### config.mk
export PLATFORM = sky130hd
export DESIGN_NAME = multicycle_control
export DESIGN_NICKNAME = d
export VERILOG_FILES = /design/src/rtl/riscv_ctrl_pkg.sv /design/src/rtl/alu_decoder.sv /design/src/rtl/multicycle_control.sv
export SDC_FILE = /design/constraint.sdc
export NUM_CORES = 1
export LEC_CHECK = 0
export CAP_MARGIN = 15
export CORE_MARGIN = 3
export CORE_UTILIZATION = 48
export CTS_CLUSTER_SIZE = 16
export DETAILED_ROUTE_END_ITERATION = 8
export PLACE_DENSITY = 0.81
export SYNTH_ARGS = -nofsm -noshare
export SYNTH_HDL_FRONTEND = slang
export SYNTH_SLANG_ARGS = --single-unit
### constraint.sdc
create_clock -name CLK -period 4 [get_ports CLK]
set_input_delay 0.6 -clock CLK [delete_from_list [all_inputs] [get_ports CLK]]
set_output_delay 0.6 -clock CLK [all_outputs]
set_load 0.02 [all_outputs]
### src/rtl/riscv_ctrl_pkg.sv
// Shared encodings for the multicycle RV32I-subset control path:
// FSM states, opcodes, ALU operation codes and datapath mux selects.
package riscv_ctrl_pkg;

  typedef enum logic [3:0] {
    S_FETCH, S_DECODE, S_MEMADR, S_MEMREAD, S_MEMWB, S_MEMWRITE,
    S_EXECR, S_EXECI, S_ALUWB, S_BEQ, S_JAL, S_ERROR
  } state_t;

  typedef enum logic [1:0] {
    ALUOP_ADD   = 2'b00,
    ALUOP_SUB   = 2'b01,
    ALUOP_FUNCT = 2'b10
  } aluop_t;

  localparam logic [6:0] OP_LOAD   = 7'b0000011;
  localparam logic [6:0] OP_STORE  = 7'b0100011;
  localparam logic [6:0] OP_RTYPE  = 7'b0110011;
  localparam logic [6:0] OP_ITYPE  = 7'b0010011;
  localparam logic [6:0] OP_BRANCH = 7'b1100011;
  localparam logic [6:0] OP_JAL    = 7'b1101111;

  localparam logic [2:0] ALU_ADD = 3'b000;
  localparam logic [2:0] ALU_SUB = 3'b001;
  localparam logic [2:0] ALU_AND = 3'b010;
  localparam logic [2:0] ALU_OR  = 3'b011;
  localparam logic [2:0] ALU_SLT = 3'b101;

  localparam logic [1:0] RES_ALUOUT    = 2'b00;
  localparam logic [1:0] RES_DATA      = 2'b01;
  localparam logic [1:0] RES_ALURESULT = 2'b10;

  localparam logic [1:0] SRCA_PC    = 2'b00;
  localparam logic [1:0] SRCA_OLDPC = 2'b01;
  localparam logic [1:0] SRCA_RS1   = 2'b10;

  localparam logic [1:0] SRCB_RS2  = 2'b00;
  localparam logic [1:0] SRCB_IMM  = 2'b01;
  localparam logic [1:0] SRCB_FOUR = 2'b10;

  localparam logic [1:0] IMM_I = 2'b00;
  localparam logic [1:0] IMM_S = 2'b01;
  localparam logic [1:0] IMM_B = 2'b10;
  localparam logic [1:0] IMM_J = 2'b11;

  // States that hold a request on the shared memory and may wait for it.
  function automatic logic is_mem_state(state_t s);
    return (s == S_FETCH) || (s == S_MEMREAD) || (s == S_MEMWRITE);
  endfunction

endpackage

### src/rtl/alu_decoder.sv
// Maps the FSM's coarse ALU request plus funct fields onto ALUControl;
// flags funct3 values the ALU cannot execute.
module alu_decoder
  import riscv_ctrl_pkg::*;
(
  input  aluop_t      aluop,
  input  logic [2:0]  funct3,
  input  logic        op5,
  input  logic        funct7b5,
  output logic [2:0]  alu_control,
  output logic        bad_funct
);

  // NOTE: every output gets a default before the case so no path leaves it unassigned (no latch).
  always_comb begin
    alu_control = ALU_ADD;
    bad_funct   = 1'b0;
    case (aluop)
      ALUOP_SUB: alu_control = ALU_SUB;
      ALUOP_FUNCT: begin
        case (funct3)
          3'b000:  alu_control = (op5 && funct7b5) ? ALU_SUB : ALU_ADD;
          3'b010:  alu_control = ALU_SLT;
          3'b110:  alu_control = ALU_OR;
          3'b111:  alu_control = ALU_AND;
          default: bad_funct   = 1'b1;
        endcase
      end
      default: alu_control = ALU_ADD;
    endcase
  end

endmodule

### src/rtl/multicycle_control.sv
// Multicycle control FSM for a unified-memory RV32I-subset core, with a
// bounded memory ready handshake and sticky illegal/timeout flags.
module multicycle_control
  import riscv_ctrl_pkg::*;
#(
  parameter int MAX_WAIT = 15,
  parameter int CNT_W    = 8
) (
  input  logic       CLK,
  input  logic       rst,
  input  logic [6:0] op,
  input  logic [2:0] funct3,
  input  logic       funct7b5,
  input  logic       Zero,
  input  logic       mem_ready,
  output logic       mem_req,
  output logic       PCWrite,
  output logic       AdrSrc,
  output logic       MemWrite,
  output logic       IRWrite,
  output logic [1:0] ResultSrc,
  output logic [1:0] ALUSrcA,
  output logic [1:0] ALUSrcB,
  output logic [1:0] ImmSrc,
  output logic       RegWrite,
  output logic [2:0] ALUControl,
  output logic       illegal,
  output logic       timeout
);

  state_t           state, next_state;
  logic [CNT_W-1:0] cnt, cnt_next;
  aluop_t           aluop;
  logic             bad_funct;
  logic             set_illegal, set_timeout;

  alu_decoder u_alu_decoder (
    .aluop       (aluop),
    .funct3      (funct3),
    .op5         (op[5]),
    .funct7b5    (funct7b5),
    .alu_control (ALUControl),
    .bad_funct   (bad_funct)
  );

  // NOTE: sequential state uses non-blocking assignments so all registers update together.
  always_ff @(posedge CLK) begin
    if (rst) begin
      state   <= S_FETCH;
      cnt     <= '0;
      illegal <= 1'b0;
      timeout <= 1'b0;
    end else begin
      state <= next_state;
      cnt   <= cnt_next;
      if (set_illegal) illegal <= 1'b1;
      if (set_timeout) timeout <= 1'b1;
    end
  end

  always_comb begin
    case (op)
      OP_STORE:  ImmSrc = IMM_S;
      OP_BRANCH: ImmSrc = IMM_B;
      OP_JAL:    ImmSrc = IMM_J;
      default:   ImmSrc = IMM_I;
    endcase
  end

  always_comb begin
    next_state  = state;
    cnt_next    = '0;
    set_illegal = 1'b0;
    set_timeout = 1'b0;
    mem_req     = 1'b0;
    PCWrite     = 1'b0;
    AdrSrc      = 1'b0;
    MemWrite    = 1'b0;
    IRWrite     = 1'b0;
    RegWrite    = 1'b0;
    ResultSrc   = RES_ALUOUT;
    ALUSrcA     = SRCA_PC;
    ALUSrcB     = SRCB_RS2;
    aluop       = ALUOP_ADD;

    case (state)
      S_FETCH: begin
        mem_req   = 1'b1;
        ALUSrcB   = SRCB_FOUR;
        ResultSrc = RES_ALURESULT;
        if (mem_ready) begin
          IRWrite    = 1'b1;
          PCWrite    = 1'b1;
          next_state = S_DECODE;
        end
      end
      S_DECODE: begin
        ALUSrcA = SRCA_OLDPC;
        ALUSrcB = SRCB_IMM;
        case (op)
          OP_LOAD, OP_STORE: next_state = S_MEMADR;
          OP_RTYPE:          next_state = S_EXECR;
          OP_ITYPE:          next_state = S_EXECI;
          OP_BRANCH:         next_state = S_BEQ;
          OP_JAL:            next_state = S_JAL;
          default: begin
            next_state  = S_ERROR;
            set_illegal = 1'b1;
          end
        endcase
      end
      S_MEMADR: begin
        ALUSrcA    = SRCA_RS1;
        ALUSrcB    = SRCB_IMM;
        next_state = op[5] ? S_MEMWRITE : S_MEMREAD;
      end
      S_MEMREAD: begin
        mem_req = 1'b1;
        AdrSrc  = 1'b1;
        if (mem_ready) next_state = S_MEMWB;
      end
      S_MEMWB: begin
        ResultSrc  = RES_DATA;
        RegWrite   = 1'b1;
        next_state = S_FETCH;
      end
      S_MEMWRITE: begin
        mem_req  = 1'b1;
        AdrSrc   = 1'b1;
        MemWrite = 1'b1;
        if (mem_ready) next_state = S_FETCH;
      end
      S_EXECR, S_EXECI: begin
        ALUSrcA     = SRCA_RS1;
        ALUSrcB     = (state == S_EXECI) ? SRCB_IMM : SRCB_RS2;
        aluop       = ALUOP_FUNCT;
        set_illegal = bad_funct;
        next_state  = bad_funct ? S_ERROR : S_ALUWB;
      end
      S_ALUWB: begin
        RegWrite   = 1'b1;
        next_state = S_FETCH;
      end
      S_BEQ: begin
        ALUSrcA    = SRCA_RS1;
        aluop      = ALUOP_SUB;
        PCWrite    = Zero;
        next_state = S_FETCH;
      end
      S_JAL: begin
        ALUSrcA    = SRCA_OLDPC;
        ALUSrcB    = SRCB_FOUR;
        PCWrite    = 1'b1;
        next_state = S_ALUWB;
      end
      S_ERROR: next_state = S_ERROR;
      default: next_state = S_ERROR;
    endcase

    // A ready in the final allowed cycle still completes the access.
    if (is_mem_state(state) && !mem_ready) begin
      if (cnt == CNT_W'(MAX_WAIT)) begin
        next_state  = S_ERROR;
        set_timeout = 1'b1;
      end else begin
        cnt_next = cnt + CNT_W'(1);
      end
    end

    if (rst) begin
      mem_req  = 1'b0;
      PCWrite  = 1'b0;
      IRWrite  = 1'b0;
      MemWrite = 1'b0;
      RegWrite = 1'b0;
    end
  end

endmodule

==> results of run 1 <==
critical path, stage by stage (launching register included):
cell and delay, ns:
dfxtp_1 0.74, nor2b_1 0.33, nand3_1 0.17, ha_1 0.37, nor3_1 0.17, clkdlybuf4s50_1 0.63
path summary, 6_finish.rpt:
| check | endpoint | from | cells after the start | slack [ns] |
|---|---|---|---|---|
| max | ALUControl[1] | state[0] | 5 | 0.71 |
| min | cnt[0] | cnt[0] | 1 | 0.45 |
| max reg2reg | state[0] | state[0] | 6 | 1.80 |
| min reg2reg | cnt[0] | cnt[0] | 1 | 0.45 |
layout by cell type (no fill, tap or decap), types with 2 or more instances in the layout:
| cell | instances |
|---|---|
| nand2b_1 | 5 |
| nor4_1 | 2 |
| nor3_1 | 6 |
| clkdlybuf4s50_1 | 33 |
| nor2_1 | 15 |
| xnor2_1 | 5 |
| or4_1 | 2 |
| a21oi_1 | 7 |
| o32a_1 | 2 |
| nor2_2 | 7 |
| xor2_1 | 2 |
| o21ai_0 | 2 |
| o21a_1 | 3 |
| a41oi_1 | 2 |
| a31oi_1 | 4 |
| inv_1 | 6 |
| and3b_1 | 2 |
| dfxtp_1 | 14 |
| clkbuf_4 | 3 |
| nand2_1 | 9 |
| nor3b_1 | 4 |
| and3_1 | 4 |
| ha_1 | 3 |
| nor2b_1 | 2 |
| nand3_1 | 4 |
area by class of cell:
| cell class | instances | area, µm² |
|---|---|---|
| Inverter | 7 | 26.3 |
| Tap cell | 27 | 33.8 |
| Clock buffer | 4 | 36.3 |
| Timing Repair Buffer | 33 | 330 |
| Multi-Input combinational cell | 114 | 766 |
| Fill cell | 182 | 609 |
| Sequential cell | 14 | 280 |
sequential cells by signal (all words and copies together) (netlist names):
| name | flops |
|---|---|
| illegal | 1 |
| cnt | 8 |
| timeout | 1 |
| state | 4 |
power by group:
part	leakage, µW	total (µW)	internal, µW	switching (µW)
Clock	0.0000210	102	55.4	46.5
Sequential	0.000114	199	153	46.4
Combinational	0.000390	306	151	156
Total	0.000525	608	359	249
cell families after synthesis:
family	synth area share, %
flops	24.9
xor+xnor	6.90
buf+inv	7.01
mux	1.00
compound gates	20.7
fa+ha+maj	3.34
simple gates	36.2
layer usage:
| layer | vias up | GRT usage, % | part of all wire, % | wire, µm |
|---|---|---|---|---|
| li1 | 578 | - | - | - |
| met1 | 541 | 28.9 | 48 | 1390 |
| met2 | 32 | 33.1 | 46 | 1340 |
| met3 | 4 | 5.99 | 5.0 | 144 |
| met4 | 0 | 5.39 | 0.79 | 23 |
| met5 | - | 0 | 0 | 0 |
per-stage QoR:
stage	area, µm²	power [µW]	util (%)	setup WS, ns	std cells
after floorplan	1120	397	-	1.48	144
after CTS	1470	609	70.7	0.716	199
after global routing	1470	649	70.7	0.552	199
final	1470	608	70.7	0.707	199
after global placement	1440	494	69.0	0.972	195
after detailed placement	1440	507	69.0	0.934	195
==> results.cfg, run 1 <==
[yosys]
avgSynthCellArea_um2 = 7.81
yosysUniqueCellTypes = 50
synth_top_area_share_pct = 24.9
synth_area_leader_cell = dfxtp_1
synth_flop_cell = dfxtp_1
syn_inst = 144
ys_ff_latch = 14
synth.top_cells.by_count = nor2_1 (15), dfxtp_1 (14), nand2_1 (9)
syn_nets = 162
async_reset_ff_share_pct = 0
syn_area_um2 = 1120
yosysWarnings = 0
yosysMostFrequentCell = nor2_1
ys_seq_area_share_pct = 24.9
synth_area_leaders = dfxtp_1 (25%), nor2_1 (5.0%), nor2_2 (3.9%)
synth-edff-count = 0

[clock_tree]
cts_root_buf = clkbuf_4
clkTransAtPathRegs_ns = 0.08
cts_tree = built
h-tree-depth = 1
clockBufferDepth = 2
ctsHoldBuffers = 0
clock_latency_ns = 0.28
postCtsSetupRepairBufs = 0
cts_inserted_buffers = 3
cts_resized = 0
clock_sinks = 14

[sta]
setup-tns-final_ns = 0
fin_crit_sh_pct = 82.3
fin_worst_skew_ns = 0.00923
rsz0062_at_grt = false
slew_violations = 0
max_slew_margin_pct = 55.3
max_freq_mhz = 304
hold_violations = 0
period_needed_ns = 3.29
worst_pin_slew_ns = 0.669
setup_viol = 0
hold_ws_ns = 0.455

[detailed_routing]
avgViaCountPerCell = 5.80
routed_wl_um = 2900
ant_nets = 0
vias = 1155
drc_errors = 0
drt_iter0_drc = 19
wl_per_cell_um = 14.6
drtPass1Iterations = 4

[grt]
grt_pass1_wl_um = 4620
grtUsageTotal_pct = 21.4
grt_pass1_vias = 1057
antenna_found_initial = 0
grt_max_degree = 23
gr-total-overflow = 0

[critical_path]
cp-end-kind = output pin
cp.required_ns = 3.40
cp_max_fo = 18
startpoint_type = register
setup.worst_path.class = reg2out
arrival_ns = 2.69

[pwr]
vdd.ir_drop.worst_v = 0.000419
p_leak_uw = 0.000525
power_density_nw_per_um2 = 413

[floorplanning]
dieWidth_um = 54.4
ios = 34
start_util_pct = 54.0
chipHeight_um = 54.4
die-area_um2 = 2960
core_area_um2 = 2080
rows = 16

[job]
cap_violations = 0

[placed_design]
portBuffers = 33
dpl.hpwl_um = 2230
finalWeightedCongestion = 0.883

[min_path]
min_path_type = reg2reg

[finish]
drive_above_1_share_pct = 10.5
nets = 191
area_growth_pct = 30.9
insertedDiodeCount = 0

[outcome]
status = complete, no violations
Power figures use the tool's default switching activity.
==> run 2: changes to the inputs <==
CORE_UTILIZATION = 46   (was 48)
PLACE_DENSITY = 0.79   (was 0.81)
clock period = 3.05 ns   (was 4 ns; I/O delays follow)
==> results.cfg, run 2 (synthesized netlist as in run 1, its figures left out) <==
[outcome]
status = complete, no violations

[floorplanning]
rows = 17
core_area_um2 = 2280
dieWidth_um = 55.5
ios = 34
die-area_um2 = 3070
start_util_pct = 49.4
chipHeight_um = 55.5

[detailed_routing]
drtPass1Iterations = 4
vias = 1163
drt_iter0_drc = 30
avgViaCountPerCell = 5.70
routed_wl_um = 2870
drc_errors = 0
ant_nets = 0
wl_per_cell_um = 14.1

[clock_tree]
cts_resized = 0
cts_inserted_buffers = 3
h-tree-depth = 1
clockBufferDepth = 2
postCtsSetupRepairBufs = 0
ctsHoldBuffers = 0
clock_latency_ns = 0.28
cts_tree = built
cts_root_buf = clkbuf_4
clkTransAtPathRegs_ns = 0.08
clock_sinks = 14

[finish]
biggestRegsByFlops = cnt (8), state (4)
drive_above_1_share_pct = 12.5
nets = 195
mostFrequentLayoutCell = clkdlybuf4s50_1
insertedDiodeCount = 0
mostFrequentLayoutCells = clkdlybuf4s50_1 (33), nor2_1 (15), dfxtp_1 (14), nand2_1 (9)
area_growth_pct = 33.7
largest-register = cnt
largest_register_ffs = 8

[sta]
setup_viol = 0
rsz0062_at_grt = false
slew_violations = 0
setup-tns-final_ns = 0
fin_crit_sh_pct = 91.8
period_needed_ns = 2.80
worst_pin_slew_ns = 0.520
fin_worst_skew_ns = 0.00345
max_slew_margin_pct = 65.3
hold_ws_ns = 0.460
max_freq_mhz = 357
hold_violations = 0

[pwr]
power_density_nw_per_um2 = 536
p_leak_uw = 0.000545
vdd.ir_drop.worst_v = 0.000501

[critical_path]
cp-end-kind = output pin
startpoint_type = register
arrival_ns = 2.34
cp.required_ns = 2.59
cp_max_fo = 14
setup.worst_path.class = reg2out

[placed_design]
finalWeightedCongestion = 0.845
dpl.hpwl_um = 2270
portBuffers = 33

[min_path]
min_path_type = reg2reg

[grt]
grt_pass1_wl_um = 4920
grt_max_degree = 18
grt_pass1_vias = 1122
antenna_found_initial = 0
grtUsageTotal_pct = 19.2
gr-total-overflow = 0

[job]
cap_violations = 0
-- run 2: cell types whose count changed in the layout (fill, tap and decap cells not counted), sizes merged --
cell	change
buf	+4
-- run 2: path summary, 6_finish.rpt --
path         startpoint  endpoint  slack, ns  cells past startpoint
min reg2reg      cnt[0]    cnt[0]       0.46                      1
max            state[2]  RegWrite       0.25                      3
max reg2reg    state[1]    cnt[4]       1.06                      5
min              cnt[0]    cnt[0]       0.46                      1
-- run 2: layout make-up --
| type | instances | area, µm² |
|---|---|---|
| fillers | 198 | 772 |
| clock buffers | 4 | 36.3 |
| flip-flops and latches | 14 | 280 |
| multi-input cells | 114 | 766 |
| inverters | 7 | 26.3 |
| repair buffers | 37 | 360 |
| well taps | 28 | 35.0 |
-- run 2: power breakdown --
part,internal (µW),switching (µW),total [µW]
registers,201,20.9,221
logic,210,243,453
clock network,72.7,58.8,131
total,484,322,806
-- run 2: metal layers --
layer	global-route usage [%]	share of wire [%]	up-vias
met2	31.4	46	35
li1	-	-	588
met1	25.4	48	538
met5	0	0	-
met3	4.91	6.0	2
met4	4.17	0.35	0
-- run 2: critical path, stage by stage, from the launching register on --
cell	delay, ns
dfxtp_1	0.65
nand2b_1	0.19
a2111oi_0	0.51
clkdlybuf4s50_1	0.71
-- run 2: per-stage QoR --
stage / instance area [µm²] / power (µW) / setup slack [ns] / util [%] / std cells
detailed placement: 1470 / 677 / 0.341 / 64.5 / 200
CTS: 1500 / 810 / 0.252 / 66.1 / 204
global placement: 1470 / 667 / 0.488 / 64.5 / 200
floorplan: 1120 / 521 / 0.668 / - / 144
global route: 1500 / 857 / 0.162 / 66.1 / 204
finish: 1500 / 806 / 0.250 / 66.1 / 204
